===== config.mk =====
export PLATFORM = sky130hd
export DESIGN_NAME = pc_sequencer
export DESIGN_NICKNAME = d
export VERILOG_FILES = /design/src/rtl/mips_pkg.sv /design/src/rtl/next_pc_mux.sv /design/src/rtl/pc_sequencer.sv
export SDC_FILE = /design/constraint.sdc
export NUM_CORES = 1
export LEC_CHECK = 0
export ABC_CLOCK_PERIOD_IN_PS = 2700
export BUFFER_PORTS_ARGS = -buffer_cell sky130_fd_sc_hd__buf_2
export CORE_ASPECT_RATIO = 1.1
export CORE_MARGIN = 5
export CORE_UTILIZATION = 47
export DETAILED_ROUTE_END_ITERATION = 7
export PLACE_DENSITY = 0.83
export SYNTH_ARGS = -nofsm -noshare
export SYNTH_HDL_FRONTEND = slang
export SYNTH_SLANG_ARGS = --single-unit

===== constraint.sdc =====
create_clock -name clk -period 2.7 [get_ports clk]
set_input_delay 0.27 -clock clk [delete_from_list [all_inputs] [get_ports clk]]
set_output_delay 0.27 -clock clk [all_outputs]
set_load 0.01 [all_outputs]

===== src/rtl/mips_pkg.sv =====
// Shared fetch-stage definitions: sequencer state encoding and address defaults.
package mips_pkg;

    localparam int MIPS_ADDR_W = 32;
    localparam int MIPS_PC_INC = 4;

    localparam logic [2:0] S_IDLE   = 3'd0;
    localparam logic [2:0] S_RUN    = 3'd1;
    localparam logic [2:0] S_STEP   = 3'd2;
    localparam logic [2:0] S_DRAIN  = 3'd3;
    localparam logic [2:0] S_HALTED = 3'd4;

    typedef enum logic [2:0] {
        ST_IDLE   = S_IDLE,
        ST_RUN    = S_RUN,
        ST_STEP   = S_STEP,
        ST_DRAIN  = S_DRAIN,
        ST_HALTED = S_HALTED
    } seq_state_e;

endpackage


===== src/rtl/next_pc_mux.sv =====
// Next-address selector: branch beats jump beats sequential increment.
// The increment wraps modulo 2^ADDR_W.
module next_pc_mux
    import mips_pkg::*;
#(
    parameter int ADDR_W = MIPS_ADDR_W,
    parameter int PC_INC = MIPS_PC_INC
) (
    input  logic [ADDR_W-1:0] pc_value_i,
    input  logic              branch_taken_i,
    input  logic [ADDR_W-1:0] branch_target_i,
    input  logic              jump_taken_i,
    input  logic [ADDR_W-1:0] jump_target_i,
    output logic [ADDR_W-1:0] next_addr_o,
    output logic              redirect_o
);

    // Priority select of the next fetch address.
    always_comb begin
        redirect_o = branch_taken_i | jump_taken_i;
        if (branch_taken_i) begin
            next_addr_o = branch_target_i;
        end else if (jump_taken_i) begin
            next_addr_o = jump_target_i;
        end else begin
            next_addr_o = pc_value_i + ADDR_W'(PC_INC);
        end
    end

endmodule


===== src/rtl/pc_sequencer.sv =====
// Fetch-stage controller: drives the PC load enable/address and provides
// run, single-step and halt-drain modes plus an executed-cycle counter.
module pc_sequencer
    import mips_pkg::*;
#(
    parameter int              ADDR_W      = MIPS_ADDR_W,
    parameter logic [ADDR_W-1:0] RESET_ADDR = '0,
    parameter int              PC_INC      = MIPS_PC_INC,
    parameter int              DRAIN_DEPTH = 4,
    parameter int              CNT_W       = 32
) (
    input  logic              clk,
    input  logic              reset,
    input  logic              start,
    input  logic              step_mode,
    input  logic              step_req,
    input  logic              stall,
    input  logic              branch_taken,
    input  logic [ADDR_W-1:0] branch_target,
    input  logic              jump_taken,
    input  logic [ADDR_W-1:0] jump_target,
    input  logic              halt_detected,
    input  logic [ADDR_W-1:0] pc_value,
    output logic              pc_enable,
    output logic [ADDR_W-1:0] pc_next,
    output logic              busy,
    output logic              halted,
    output logic [CNT_W-1:0]  cycle_count
);

    localparam int                DRAIN_W    = $clog2(DRAIN_DEPTH + 1);
    localparam logic [DRAIN_W-1:0] DRAIN_LOAD = DRAIN_W'(DRAIN_DEPTH - 1);

    seq_state_e         state_q, state_d;
    logic               step_prev_q;
    logic               grant_q, grant_d;
    logic [DRAIN_W-1:0] drain_q, drain_d;
    logic [CNT_W-1:0]   cnt_q, cnt_d;
    logic               busy_q, busy_d;
    logic               halted_q, halted_d;
    logic [ADDR_W-1:0]  mux_addr_s;
    logic               redirect_s;
    logic               step_rise_s;
    logic               count_en_s;

    next_pc_mux #(
        .ADDR_W (ADDR_W),
        .PC_INC (PC_INC)
    ) u_next_pc_mux (
        .pc_value_i      (pc_value),
        .branch_taken_i  (branch_taken),
        .branch_target_i (branch_target),
        .jump_taken_i    (jump_taken),
        .jump_target_i   (jump_target),
        .next_addr_o     (mux_addr_s),
        .redirect_o      (redirect_s)
    );

    // Next-state, PC enable and counter-enable decode.
    always_comb begin
        step_rise_s = step_req & ~step_prev_q;
        state_d     = state_q;
        grant_d     = grant_q;
        drain_d     = drain_q;
        pc_enable   = 1'b0;
        pc_next     = mux_addr_s;
        count_en_s  = 1'b0;
        case (state_q)
            ST_IDLE: begin
                pc_next = RESET_ADDR;
                grant_d = 1'b0;
                if (start) begin
                    state_d = step_mode ? ST_STEP : ST_RUN;
                end else begin
                    state_d = ST_IDLE;
                end
            end
            ST_RUN: begin
                pc_enable  = ~(stall & ~redirect_s);
                count_en_s = 1'b1;
                if (halt_detected) begin
                    state_d = ST_DRAIN;
                    drain_d = DRAIN_LOAD;
                end else begin
                    state_d = ST_RUN;
                end
            end
            ST_STEP: begin
                // A grant survives stalls; edges arriving while granted are dropped.
                pc_enable  = grant_q & ~(stall & ~redirect_s);
                count_en_s = pc_enable;
                if (grant_q) begin
                    grant_d = ~pc_enable;
                end else begin
                    grant_d = step_rise_s;
                end
                if (halt_detected) begin
                    state_d = ST_DRAIN;
                    drain_d = DRAIN_LOAD;
                    grant_d = 1'b0;
                end else begin
                    state_d = ST_STEP;
                end
            end
            ST_DRAIN: begin
                count_en_s = 1'b1;
                drain_d    = drain_q - DRAIN_W'(1);
                if (drain_q <= DRAIN_W'(1)) begin
                    state_d = ST_HALTED;
                end else begin
                    state_d = ST_DRAIN;
                end
            end
            ST_HALTED: begin
                state_d = ST_HALTED;
            end
            default: begin
                state_d = ST_IDLE;
                grant_d = 1'b0;
            end
        endcase

        if (count_en_s && (cnt_q != {CNT_W{1'b1}})) begin
            cnt_d = cnt_q + CNT_W'(1);
        end else begin
            cnt_d = cnt_q;
        end
        busy_d   = (state_d == ST_RUN) || (state_d == ST_STEP) || (state_d == ST_DRAIN);
        halted_d = (state_d == ST_HALTED);
    end

    // State, step edge detector, drain and cycle counters.
    always_ff @(posedge clk or posedge reset) begin
        if (reset) begin
            state_q     <= ST_IDLE;
            step_prev_q <= 1'b0;
            grant_q     <= 1'b0;
            drain_q     <= '0;
            cnt_q       <= '0;
            busy_q      <= 1'b0;
            halted_q    <= 1'b0;
        end else begin
            state_q     <= state_d;
            step_prev_q <= step_req;
            grant_q     <= grant_d;
            drain_q     <= drain_d;
            cnt_q       <= cnt_d;
            busy_q      <= busy_d;
            halted_q    <= halted_d;
        end
    end

    assign busy        = busy_q;
    assign halted      = halted_q;
    assign cycle_count = cnt_q;

endmodule


==> results.ini <==
[clocking]
ctsHtreeMaxLevel=2
cts_sinks=42
clk_latency_ns=0.30
cts.clk_slew.worst_paths_ns=0.08
holdBufCountCts=0
cts_resized=0
cts_tree=yes
post-cts-setup-buffer-count=0
cts.path.max_buffers=2
numCtsBuffers=5
root_buffer=clkbuf_8

[yosys]
synth_seq_area_share_pct=30.9
synth-seq-cells=42
synth.avg_cell_area_sq_um=8.28
netlist_top_cells_area=dfrtp_1 31%, xnor2_1 9.0%, nor2_1 4.4%
ys_types=52
synth.largest_area_cell=dfrtp_1
synth_edf_count=0
netlist_instances=411
yosys_warnings=0
syn_nets=519
async_reset_ff_share_pct=100
syn_area_sq_um=3400
synth_top_cell_area_share_pct=30.9
ys.flop_type=dfrtp_1

[timing]
layout_worst_path_cycle_share_pct=91.0
min_period_ns=2.46
rsz0062_at_grt=no
fin_worst_skew_ns=0.00880
max_freq_ghz=0.407
worst_pin_slew_ns=0.943
setup_viol_count_final=0
final-hold-violation-count=0
max_slew_margin_pct=37.0
fin_ws_ns=0.244
slew_viol_final=0
finalSetupTns_ns=0

[drt]
first_pass_iters=4
antenna_left=0
vias=3808
drt_iter0_drc=208
drc_errors=0
post_drt_wl_per_cell_microns=16.1
vias_per_cell=5.73
finalWirelength_microns=10700

[global_routing]
track_usage_pct=22.8
overflow=0
grt_max_degree=43
grt_pass1_vias=3689
grt_pass1_wl_microns=17200
antenna_found_initial=1

[cells_and_area]
syn_to_final_growth_pct=29.9
drive_gt1_share_pct=35.9
final_core_util_pct=62.7
multiInputGateArea_sq_um=2190
regArea_sq_um=1050
nets=684
fillerInstances=621

[pwr]
worst_ir_drop_vdd_mv=0.462
p_leak_nw=2.13
p_per_area_nw_per_um2=581

[die]
dieHeight_microns=99.2
core_sq_um=7050
row_count=32
io_pins=172
initial_core_util_pct=48.3
die_area_sq_um=9040
die_w_microns=91.1

[critical_path]
critPathKind=primary input to primary output
worstPathArrival_ns=2.19
cp-end-kind=primary output
crit_fanout=10
critPathRequiredTime_ns=2.43
cp-start-kind=primary input

[worst_hold_path]
hp-class=primary input to async pin

[flow_run]
maxCapViolCount=0

[placement]
port_buffers=171
place_ws_ns=0.245
globalplace.congestion=0.871
hpwl_microns=8680

[run_status]
status=finished clean

-- layout by cell type, fill, tap and decap left out, types with 5 or more instances in the layout --
cell type	Yosys	layout
a21oi_1	27	27
buf_4	0	7
a22oi_1	10	10
xor2_1	15	15
o21ai_0	14	14
nor3_1	22	21
nand2_1	35	35
nand3_1	18	18
dfrtp_1	42	42
clkbuf_8	0	6
and3_1	5	5
nor2_1	40	40
o22ai_1	6	6
o221ai_1	9	9
inv_1	17	17
xnor2_1	35	35
nand4_1	21	21
buf_2	1	171
mux2i_1	7	7
-- report_power, final --
group	internal (mW)	switching [mW]	leakage, nW	total (mW)
clock	0.206	0.211	0.0482	0.417
combinational	0.545	0.708	1.54	1.25
sequential	0.735	0.162	0.540	0.897
-- final timing paths --
kind	from	endpoint	slack [ns]	cells after the start
max in group asynchronous	reset	cycle_count[18]$_DFFE_PP0P_	2.25	3
min	reset	cycle_count[0]$_DFFE_PP0P_	0.09	3
max	pc_value[2]	pc_next[30]	0.24	8
min reg2reg	cycle_count[5]$_DFFE_PP0P_	cycle_count[5]$_DFFE_PP0P_	0.49	1
max reg2reg	cycle_count[23]$_DFFE_PP0P_	cycle_count[3]$_DFFE_PP0P_	0.59	5
min in group clk	step_req	step_prev_q$_DFF_PP0_	0.10	1
-- worst max-delay path, stage by stage --
cell	delay, ns
buf_2	0.12
ha_1	0.22
nand3_1	0.17
or4_4	0.63
nor3_4	0.22
nand4_1	0.14
a221oi_2	0.24
buf_2	0.17
-- final cells by class --
type,instances,area share [%]
multi-input cells,332,49.6
diodes,2,0.113
clock buffers,7,1.95
repair buffers,178,20.6
flip-flops and latches,42,23.8
inverters,17,1.44
well taps,85,2.41
clock inverters,1,0.113
-- layer usage --
| metal | up-vias | track usage [%] | routed length (microns) |
|---|---|---|---|
| li1 | 1837 | - | - |
| met5 | - | 0 | 0 |
| met3 | 23 | 3.93 | 785 |
| met2 | 155 | 40.0 | 5390 |
| met4 | 0 | 10.6 | 351 |
| met1 | 1793 | 27.1 | 4150 |
-- registers in the layout, summed over array words and instances (netlist names) --
register	cells
step_prev_q	1
cycle_count	32
drain_q	3
busy	1
halted	1
state_q	3
grant_q	1
-- cell families after synthesis --
group	share of synthesized area, %
compound gates	18.2
xor+xnor	12.9
fa+ha+maj	1.10
buf+inv	4.78
flops	30.9
mux	3.16
simple gates	29.0
-- cell usage after synthesis (4+ instances only) --
library cell / instances
and2_1: 4
dfrtp_1: 42
o221ai_1: 9
and4_1: 4
xor2_1: 15
clkbuf_1: 13
nor3_1: 22
a222oi_1: 4
nor2_1: 40
nor2b_1: 4
o21ai_0: 14
inv_1: 17
xnor2_1: 35
nand2_1: 35
a31oi_1: 4
a22oi_1: 10
and3_1: 5
nand3_1: 18
nand4_1: 21
o22ai_1: 6
o21a_1: 4
mux2i_1: 7
a21oi_1: 27
-- through the flow --
stage / area, sq um / hold slack [ns] / power [mW] / std cells
3_5_place_dp: 4320 / 0.401 / 2.16 / 654
2_1_floorplan: 3400 / 0.301 / 1.67 / 411
4_1_cts: 4410 / 0.0954 / 2.58 / 662
6_report: 4420 / 0.0887 / 2.57 / 664
5_1_grt: 4420 / 0.0839 / 2.77 / 663
3_3_place_gp: 4320 / 0.404 / 2.13 / 654
(Power assumes the default switching activity.)
